**src/rtl/gauss_unit_arbiter.sv**
```systemverilog
// gauss_unit_arbiter: round-robin sharing of one Gauss functional unit among
// N_REQ reservation-station requesters. One operation in flight at a time:
// accept -> start pulse -> wait for done (or watchdog abort) -> CDB writeback.
module gauss_unit_arbiter #(
  parameter int N_REQ   = 4,
  parameter int DATA_W  = 16,
  parameter int TAG_W   = 4,
  parameter int TIMEOUT = 64
) (
  input  logic                      clk,
  input  logic                      preset,
  input  logic [N_REQ-1:0]          req_valid,
  input  logic [N_REQ*DATA_W-1:0]   req_operand,
  input  logic [N_REQ*TAG_W-1:0]    req_tag,
  output logic [N_REQ-1:0]          req_ready,
  output logic                      fu_start,
  output logic [DATA_W-1:0]         fu_operand,
  input  logic                      fu_done,
  input  logic [DATA_W-1:0]         fu_result,
  output logic                      fu_preset,
  output logic                      cdb_valid,
  output logic [TAG_W-1:0]          cdb_tag,
  output logic [DATA_W-1:0]         cdb_data,
  output logic                      cdb_err,
  input  logic                      cdb_ready,
  output logic                      busy
);

  localparam int PTR_W = $clog2(N_REQ);
  localparam int WD_W  = $clog2(TIMEOUT);

  typedef enum logic [1:0] {S_IDLE, S_ISSUE, S_WAIT, S_WB} state_t;

  state_t                r_state;
  state_t                w_next;
  logic [PTR_W-1:0]      r_ptr;
  logic [PTR_W-1:0]      r_gnt;
  logic [PTR_W-1:0]      w_win;
  logic [PTR_W-1:0]      w_idx;
  logic [PTR_W-1:0]      w_ptr_nxt;
  logic                  w_found;
  logic                  w_accept;
  logic                  w_fu_start;
  logic                  w_fu_preset;
  logic [WD_W-1:0]       r_wdog;
  logic [DATA_W-1:0]     r_operand;
  logic [DATA_W-1:0]     r_result;
  logic [TAG_W-1:0]      r_tag;
  logic                  r_err;

  // Round-robin winner: first valid requester at or above ptr, wrapping.
  always_comb begin
    w_found = 1'b0;
    w_win   = '0;
    w_idx   = '0;
    for (int k = 0; k < N_REQ; k++) begin
      w_idx = PTR_W'((int'(r_ptr) + k) % N_REQ);
      if (!w_found && req_valid[w_idx]) begin
        w_found = 1'b1;
        w_win   = w_idx;
      end
    end
  end

  // Next-state and per-state pulses; done wins over a simultaneous timeout.
  always_comb begin
    w_next      = r_state;
    w_accept    = 1'b0;
    w_fu_start  = 1'b0;
    w_fu_preset = 1'b0;
    case (r_state)
      S_IDLE: begin
        if (w_found) begin
          w_accept = 1'b1;
          w_next   = S_ISSUE;
        end
      end
      S_ISSUE: begin
        w_fu_start = 1'b1;
        w_next     = S_WAIT;
      end
      S_WAIT: begin
        if (fu_done) begin
          w_next = S_WB;
        end else if (r_wdog == WD_W'(TIMEOUT - 1)) begin
          w_fu_preset = 1'b1;
          w_next      = S_WB;
        end
      end
      S_WB: begin
        if (cdb_ready) begin
          w_next = S_IDLE;
        end
      end
      default: w_next = S_IDLE;
    endcase
  end

  // Pointer moves just past the requester that was served.
  assign w_ptr_nxt = (r_gnt == PTR_W'(N_REQ - 1)) ? '0 : r_gnt + PTR_W'(1);

  // State register and round-robin pointer.
  always_ff @(posedge clk or posedge preset) begin
    if (preset) begin
      r_state <= S_IDLE;
      r_ptr   <= '0;
    end else begin
      r_state <= w_next;
      if (r_state == S_WB && cdb_ready) begin
        r_ptr <= w_ptr_nxt;
      end
    end
  end

  // Transaction registers: latched request, watchdog, captured result.
  always_ff @(posedge clk or posedge preset) begin
    if (preset) begin
      r_operand <= '0;
      r_tag     <= '0;
      r_gnt     <= '0;
      r_wdog    <= '0;
      r_result  <= '0;
      r_err     <= 1'b0;
    end else begin
      if (w_accept) begin
        r_operand <= req_operand[w_win*DATA_W +: DATA_W];
        r_tag     <= req_tag[w_win*TAG_W +: TAG_W];
        r_gnt     <= w_win;
      end
      if (r_state == S_ISSUE) begin
        r_wdog <= '0;
      end
      if (r_state == S_WAIT) begin
        r_wdog <= r_wdog + WD_W'(1);
        if (fu_done) begin
          r_result <= fu_result;
          r_err    <= 1'b0;
        end else if (w_fu_preset) begin
          r_result <= '0;
          r_err    <= 1'b1;
        end
      end
    end
  end

  assign req_ready  = (r_state == S_IDLE && w_found) ? (N_REQ'(1) << w_win) : '0;
  assign fu_start   = w_fu_start;
  assign fu_preset  = w_fu_preset;
  assign fu_operand = r_operand;
  assign cdb_valid  = (r_state == S_WB);
  assign cdb_tag    = r_tag;
  assign cdb_data   = r_result;
  assign cdb_err    = r_err;
  assign busy       = (r_state != S_IDLE);

endmodule

```
**config.mk**
```make
export PLATFORM = sky130hd
export DESIGN_NAME = gauss_unit_arbiter
export DESIGN_NICKNAME = d
export VERILOG_FILES = /design/src/rtl/gauss_unit_arbiter.sv
export SDC_FILE = /design/constraint.sdc
export NUM_CORES = 1
export LEC_CHECK = 0
export ABC_CLOCK_PERIOD_IN_PS = 2050
export BUFFER_PORTS_ARGS = -buffer_cell sky130_fd_sc_hd__buf_2
export CORE_ASPECT_RATIO = 0.8
export CORE_MARGIN = 5
export CORE_UTILIZATION = 44
export DETAILED_ROUTE_END_ITERATION = 10
export PLACE_DENSITY = 0.9
export SYNTH_ARGS = -nofsm -noshare
export SYNTH_HDL_FRONTEND = slang
export SYNTH_SLANG_ARGS = --single-unit
```
**constraint.sdc**
```tcl
create_clock -name clk -period 2.05 [get_ports clk]
set_input_delay 0.41 -clock clk [delete_from_list [all_inputs] [get_ports clk]]
set_output_delay 0.41 -clock clk [all_outputs]
set_load 0.01 [all_outputs]
```
* Word level (Yosys, flattened, before mapping)
Cells that the tools add are included.
Cells by class: add/sub/neg operators 5, order comparisons 4, equal/unequal tests 8, shifts and indexed selects 3, multiplexer cells 35, reduce and logical (&&, ||, !) cells 14
Operator list (count):
- $shiftx 64x7->16 | 1
- $mux 16 | 2
- $mux 2 | 9
- $mux 1 | 16
- $shiftx 16x5->4 | 1
- $lt 2x3->1 const B | 4
- $mux 6 | 2
- $bmux 1 s2 | 4
- $pmux 2 s4 | 1
- $add 6x1->6 const B | 1
- $eq 2x2->1 const B | 3
- $eq 6x6->1 const B | 1
- $reduce_bool 2->1 | 3
- $logic_and 1x1->1 | 5
- $add 2x1->2 const B | 2
- $add 2x2->2 const B | 2
- $mux 4 | 1
- $shl 1x2->4 const A | 1
- $logic_not 1->1 | 3
- $ne 3x3->1 const B | 1
- $reduce_and 3->1 | 1
- $eq 2x1->1 const B | 1
- $logic_not 2->1 | 1
- $ne 2x1->1 const B | 1
- other kinds (2) | 2
Storage, ports and cells: flip-flop bits (word level) 49, input port bits 104

* Depth between registers and ports, before layout
Gate-level depths: netlist (run 1).
depth in word-level cells 14, depth in mapped cells 7, gate-level depth less buffers 6

* Worst setup path after synthesis (run 1)
OpenSTA, ideal clock, no wires.
path kind input port to output port, start input port req_valid[2], end output port req_ready[1], arrival time 1.379 ns, data required time 1.640 ns, setup slack 0.261 ns, stages on the path 6, buffers on the path 2, cells stage by stage nor2b_2 -> o21ai_1 -> o211ai_2 -> buf_6 -> buf_6 -> nor3_1
Between the ends: longest elaborated chain between the ends 14, elaborated cells on any way between the ends 25
RTL lines:
- start: declaration | line 12 | input logic [N_REQ-1:0] req_valid,
- $bmux 1 s2 | line 58 | if (!w_found && req_valid[w_idx]) begin
- $mux 1 (implied by the code) | line 58
- $mux 1 | line 58
- $logic_not 1->1 | line 58
- $logic_and 1x1->1 | line 58
- $mux 1 | line 58
- $logic_not 1->1 | line 58
- $logic_and 1x1->1 | line 58
- $mux 1 | line 58
- $logic_not 1->1 | line 58
- $logic_and 1x1->1 | line 58
- $mux 2 or $mux 1 (tied branches) | line 58
- $shl 1x2->4 or $logic_and 1x1->1 (tied branches) | line 146 | assign req_ready = (r_state == S_IDLE && w_found) ? (N_REQ'(1) << w_win) : '0;
- $mux 4 * | line 146
- end: declaration | line 15 | output logic [N_REQ-1:0] req_ready,
Every way passes the cells marked *; elsewhere a longest branch is shown, timed or not. The select of a mux whose other input is x is not followed.

* Worst setup path in the final report (run 1)
start register r_state[1], end output port req_ready[3]
Between the ends: longest elaborated chain between the ends 3
RTL lines:
- start: declaration | line 34 | state_t r_state;
- start signal: assignment | line 108 | r_state <= w_next;
- $logic_not 2->1 | line 146
- $logic_and 1x1->1 | line 146
- $mux 4 | line 146
Every way passes these cells.

==> flow_metrics.py, run 1 <==
metrics = {
    "cts": {
        "worstSkewPairLatency_ns": 0.30,
        "cts_made_buffers": 5,
        "cts_buffer_depth": 2,
        "clkSinkCount": 49,
        "tritoncts": "done",
        "cts-htree-levels": 2,
        "cts.clk_slew.worst_paths_ns": 0.09,
        "root_buffer": "clkbuf_8",
    },
    "floorplan": {
        "die_w_um": 96.5,
        "start_util": 0.448,
        "core_area_sq_mm": 0.00588,
        "rows": 25,
        "ios": 149,
        "die_h_um": 79.2,
        "die_area_sq_mm": 0.00765,
    },
    "finish": {
        "drive_gt1_frac": 0.473,
        "nFillCells": 483,
        "seq_area_sq_mm": 0.00123,
        "layout.nets": 501,
        "multiInputGateArea_sq_mm": 0.00130,
        "area_growth_pct": 37.9,
        "diodes": 0,
    },
    "setup_path": {
        "start_kind": "flop",
        "rrSetupSlack_ns": 0.29,
        "path_delay_family": "flip-flops",
        "crit_path_end_kind": "output pin",
        "crit_slowest_cell": "dfrtp_1",
        "critPathRequiredTime_ns": 1.64,
        "worstPathMaxFanout": 4,
        "cpPeakStageDelay_ns": 0.43,
        "path_cells": "inv_1 -> ha_2 -> nand2b_1 -> nor3_1 -> buf_2",
        "arrival_ns": 1.58,
        "cp_num_buf_inv": 2,
        "critPathKind": "flop to output pin",
    },
    "grt": {
        "grt_pass1_vias": 2505,
        "grt_max_degree": 32,
        "grt_pass1_wl_um": 11100,
        "track_usage": 0.184,
        "grt_overflow": 0,
        "antenna_found_initial": 0,
    },
    "logic_synthesis": {
        "syn_inst": 237,
        "ys_warn_count": 0,
        "synth_ff_type": "dfrtp_1",
        "synth_top_area_share": 0.465,
        "ys_ff_latch": 49,
        "netlist_top_cells_count": "49 x dfrtp_1, 41 x mux2i_1, 31 x nand2_1",
        "yosysTopAreaCell": "dfrtp_1",
        "synth.net_count": 348,
        "synth_most_common_cell": "dfrtp_1",
        "ys_seq_area_frac": 0.465,
        "synth_area_per_cell_sq_um": 11.1,
        "synth.distinct_cells": 36,
        "synth-async-reset-ratio": 1.00,
        "yosys-top-cells-area": "dfrtp_1 47%, mux2i_1 16%, o221ai_1 6.6%",
        "synthesis.area_sq_mm": 0.00264,
        "synth_edf_count": 0,
    },
    "route": {
        "drt_pass1_iterations": 4,
        "postRouteWirelength_um": 7350,
        "vias": 2498,
        "wl_per_cell_um": 15.6,
        "routed_via_density": 5.29,
        "drc": 0,
        "drtIter0Drc": 72,
        "drtAntennaViolNets": 0,
    },
    "sta": {
        "slew_viol_final": 0,
        "post-route-min-period_ns": 1.99,
        "holdWs_ns": 0.325,
        "rsz0062_at_grt": "true",
        "fin_crit_sh": 0.970,
        "max_freq_mhz": 503,
        "finalSetupViolCount": 0,
        "worst_slack_ns": 0.0608,
        "relSlewSlack": 0.560,
        "worstMarginPinSlew_ns": 0.660,
        "skew_ns": 0.00517,
        "hold_viol": 0,
    },
    "placement": {
        "portBuffers": 148,
        "place.gp.congestion": 0.811,
        "place_ws_ns": 0.00714,
        "dp_hpwl_um": 5800,
    },
    "worst_hold_path": {
        "hold_path.class": "primary input to flop",
    },
    "power": {
        "powerDensity_mw_per_mm2": 1340,
        "p_leak_nw": 1.99,
        "peakVddDrop_mv": 0.683,
    },
    "flow_run": {
        "drv_cap": 0,
    },
    "outcome": {
        "status": "finished, final reports clean",
    },
}
-- what timing repair did --
| action | in CTS | in global routing |
|---|---|---|
| pin swaps | 0 | 2 |
| setup endpoints to repair | 11 | 5 |
| setup buffers | 0 | 3 |
| hold endpoints to repair | 8 | 0 |
| hold buffers | 1 | 0 |
| gates resized for setup | 4 | 8 |
-- worst register-to-register path: cells and delay by family (launching register included) --
family,cells,cell delay (ns)
AO/OA/AOI/OAI,3,0.51
multiplexers,1,0.26
AND/OR/NAND/NOR,1,0.17
flip-flops,1,0.41
buffers and inverters,1,0.27
-- area by class of cell --
type / count / area share
timing repair buffer: 163 / 0.239
inverter: 7 / 0.00723
clock inverter: 3 / 0.0120
tap: 81 / 0.0279
multi-input combinational: 164 / 0.357
sequential: 49 / 0.338
clock buffer: 5 / 0.0189
-- registers in the layout, summed over array words and instances (netlist names) --
name,cells
cdb_data,16
r_wdog,6
cdb_tag,4
r_ptr,2
fu_operand,16
r_gnt,2
cdb_err,1
r_state,2
-- cells by family after synthesis --
kind of cell,count (synthesis),share of synthesized area
simple gates,57,0.101
compound gates,56,0.170
flops,49,0.465
mux,43,0.164
buf+inv,24,0.0636
fa+ha+maj,7,0.0332
xor+xnor,1,0.00332
-- power breakdown --
| part | internal, W | total [W] | switching, W |
|---|---|---|---|
| Sequential | 0.00139 | 0.00165 | 0.000263 |
| Combinational | 0.00119 | 0.00253 | 0.00134 |
| Clock | 0.000366 | 0.000687 | 0.000322 |
-- worst paths after layout --
| kind | startpoint | end | cells after the start |
|---|---|---|---|
| max | r_state[1] | req_ready[3] | 5 |
| min | fu_result[9] | cdb_data[9] | 2 |
| max reg2reg | r_ptr[0] | fu_operand[8] | 6 |
| min reg2reg | cdb_tag[1] | cdb_tag[1] | 2 |
| max in group asynchronous | preset | r_ptr[1] | 4 |
| min in group asynchronous | preset | cdb_data[13] | 3 |
-- routing by layer --
metal  part of all wire  routed length, um  global-route usage  vias to the layer above
met5                  0                  0                   0                        -
met1               0.40               2910               0.215                     1175
met2               0.49               3590               0.323                      121
met4              0.020                149              0.0672                        0
li1                   -                  -                   -                     1186
met3              0.096                702              0.0464                       16
-- layout by cell type, fill, tap and decap left out, drive strengths merged --
cell type and n:
o32a 1, buf 162, o31ai 2, inv 8, nand3 3, dlygate4sd3 1
mux2 2, a21o 1, dfrtp 49, xor2 1, ha 7, bufinv 1
nand2 31, o22ai 1, and3 2, mux2i 41, nor4 2, nor2 4
o21ai 7, nor3 3, or3 1, a22o 16, a21oi 6, nand4 1
clkbuf 5, nor3b 1, nor2b 5, o32ai 1, and2 1, nand2b 3
o221ai 20, clkinv 1, o211ai 1
-- per-stage QoR --
stage                     power, W  area, sq um  TNS [ns]  std cells  utilization
after floorplan            0.00333         2640         0        237            -
after global placement     0.00401         3440         0        460        0.585
after detailed placement   0.00412         3440         0        460        0.585
after CTS                  0.00484         3580         0        469        0.608
after global routing       0.00523         3630  -0.00802        472        0.618
final                      0.00487         3630         0        472        0.618
(Power assumes the default switching activity.)
==> run 2: changes to the inputs <==
BUFFER_PORTS_ARGS = default   (was -buffer_cell sky130_fd_sc_hd__buf_2)
CORE_UTILIZATION = 45   (was 44)
DONT_BUFFER_PORTS = 1   (was default)
PLACE_DENSITY = 0.7   (was 0.9)
==> run 2 against run 1 <==
Against the previous run:
- via count down 26%
- critical endpoint is now r_state[1]
- clock power down 21%
- utilization down 13 points
- count of clock-buffer cells in the layout up 1
- critical path type is now flop to flop
- wire length down 13%
- design area down 22%
- combinational power down 28%
- fmax up 1.9%
- sequential power up 13%
==> flow_metrics.py, run 2 (synthesis results as in run 1) <==
metrics = {
    "placement": {
        "post-place-cells": 313,
        "place.gp.congestion": 0.775,
        "portBuffers": 0,
        "dp_hpwl_um": 4830,
        "place_ws_ns": 0.106,
    },
    "finish": {
        "final_cell_mix": "49 x dfrtp_1, 41 x mux2i_1, 31 x nand2_1",
        "stdcell_count": 322,
        "area_growth_pct": 7.93,
        "fin_util": 0.492,
        "mostFrequentLayoutCell": "dfrtp_1",
        "diodes": 0,
        "drive_gt1_frac": 0.129,
        "layout.nets": 351,
    },
    "sta": {
        "finalSetupViolCount": 0,
        "skew_ns": 0.00599,
        "worst_slack_ns": 0.0983,
        "tns_ns": 0,
        "max_freq_mhz": 512,
        "relSlewSlack": 0.556,
        "fin_crit_sh": 0.952,
        "worstMarginPinSlew_ns": 0.660,
        "slew_viol_final": 0,
        "hold_viol": 0,
        "post-route-min-period_ns": 1.95,
    },
    "power": {
        "powerDensity_mw_per_mm2": 1480,
        "p_leak_nw": 1.35,
        "peakVddDrop_mv": 0.629,
    },
    "route": {
        "vias": 1857,
        "drtIter0Drc": 138,
        "wl_per_cell_um": 19.8,
        "wl_met2_um": 3020,
        "routed_via_density": 5.77,
        "wl_met3_um": 587,
        "maxUsedRoutingLayer": "met4",
        "drtAntennaViolNets": 0,
        "drt_pass1_iterations": 4,
        "wl_met1_um": 2670,
        "postRouteWirelength_um": 6360,
        "drc": 0,
    },
    "setup_path": {
        "crit_path_end_kind": "flop",
        "arrival_ns": 2.14,
        "start_kind": "flop",
        "critPathRequiredTime_ns": 2.23,
        "worstPathMaxFanout": 4,
        "critPathKind": "flop to flop",
    },
    "cts": {
        "tritoncts": "done",
        "cts_buffer_depth": 2,
        "clkSinkCount": 49,
        "cts-htree-levels": 2,
        "cts.clk_slew.worst_paths_ns": 0.09,
        "root_buffer": "clkbuf_8",
        "worstSkewPairLatency_ns": 0.29,
        "cts_made_buffers": 5,
    },
    "outcome": {
        "status": "finished, final reports clean",
    },
    "grt": {
        "grt_overflow": 0,
        "grt_pass1_wl_um": 9290,
        "track_usage": 0.161,
        "antenna_found_initial": 0,
        "grt_pass1_vias": 1837,
        "grt_max_degree": 36,
    },
    "worst_hold_path": {
        "hold_path.class": "primary input to flop",
    },
    "floorplan": {
        "die_area_sq_mm": 0.00750,
        "rows": 25,
        "core_area_sq_mm": 0.00579,
        "die_w_um": 95.6,
        "ios": 149,
        "die_h_um": 78.5,
        "start_util": 0.456,
    },
    "flow_run": {
        "drv_cap": 0,
    },
}
## run 2: final timing paths
path / startpoint / endpoint / slack (ns) / cells past startpoint
max in group asynchronous: preset / cdb_tag[3] / 1.01 / 3
worst min-delay path: fu_result[0] / cdb_data[0] / 0.24 / 1
worst min register to register: r_gnt[1] / r_gnt[1] / 0.49 / 2
min in group asynchronous: preset / cdb_data[14] / 0.54 / 2
worst max-delay path: r_wdog[0] / r_state[1] / 0.1 / 6
worst max register to register: r_wdog[0] / r_state[1] / 0.1 / 6
## run 2: repair_timing
action	CTS	global route
hold endpoints to repair	17	0
setup buffers	0	0
setup endpoints to repair	0	21
resized for setup	0	8
hold buffers	1	0
## run 2: area by class of cell
cell class | count | area [sq um]
fill | 527 | 2940
multi-input combinational | 164 | 1280
tap | 81 | 101
clock buffer | 6 | 72.6
sequential | 49 | 1230
clock inverter | 2 | 10.0
inverter | 7 | 26.3
timing repair buffer | 13 | 125
## run 2: per-stage QoR
| step | cell area (sq um) | total power [W] | hold slack (ns) |
|---|---|---|---|
| floorplan | 2640 | 0.00333 | 0.451 |
| detailed placement | 2720 | 0.00368 | 0.295 |
| CTS | 2810 | 0.00424 | 0.233 |
| global placement | 2720 | 0.00362 | 0.288 |
| finish | 2850 | 0.00422 | 0.245 |
| global route | 2850 | 0.00454 | 0.225 |
## run 2: worst max-delay path, cell delays in order (launching register included)
cell and delay, ns:
dfrtp_1 0.42, ha_1 0.23, nand3_1 0.18, nor2_1 0.10
buf_4 0.15, o31ai_1 0.40, mux2_1 0.37
## run 2: report_power, final
| group | total (W) | switching, W | internal (W) |
|---|---|---|---|
| clock | 0.000545 | 0.000308 | 0.000237 |
| sequential | 0.00186 | 0.000476 | 0.00139 |
| combinational | 0.00181 | 0.000973 | 0.000836 |
| total | 0.00422 | 0.00176 | 0.00246 |
## run 2: routing by layer
metal,GRT usage,vias to the layer above
met5,0,-
li1,-,883
met3,0.0632,10
met4,0.0540,0
met1,0.211,881
met2,0.241,83
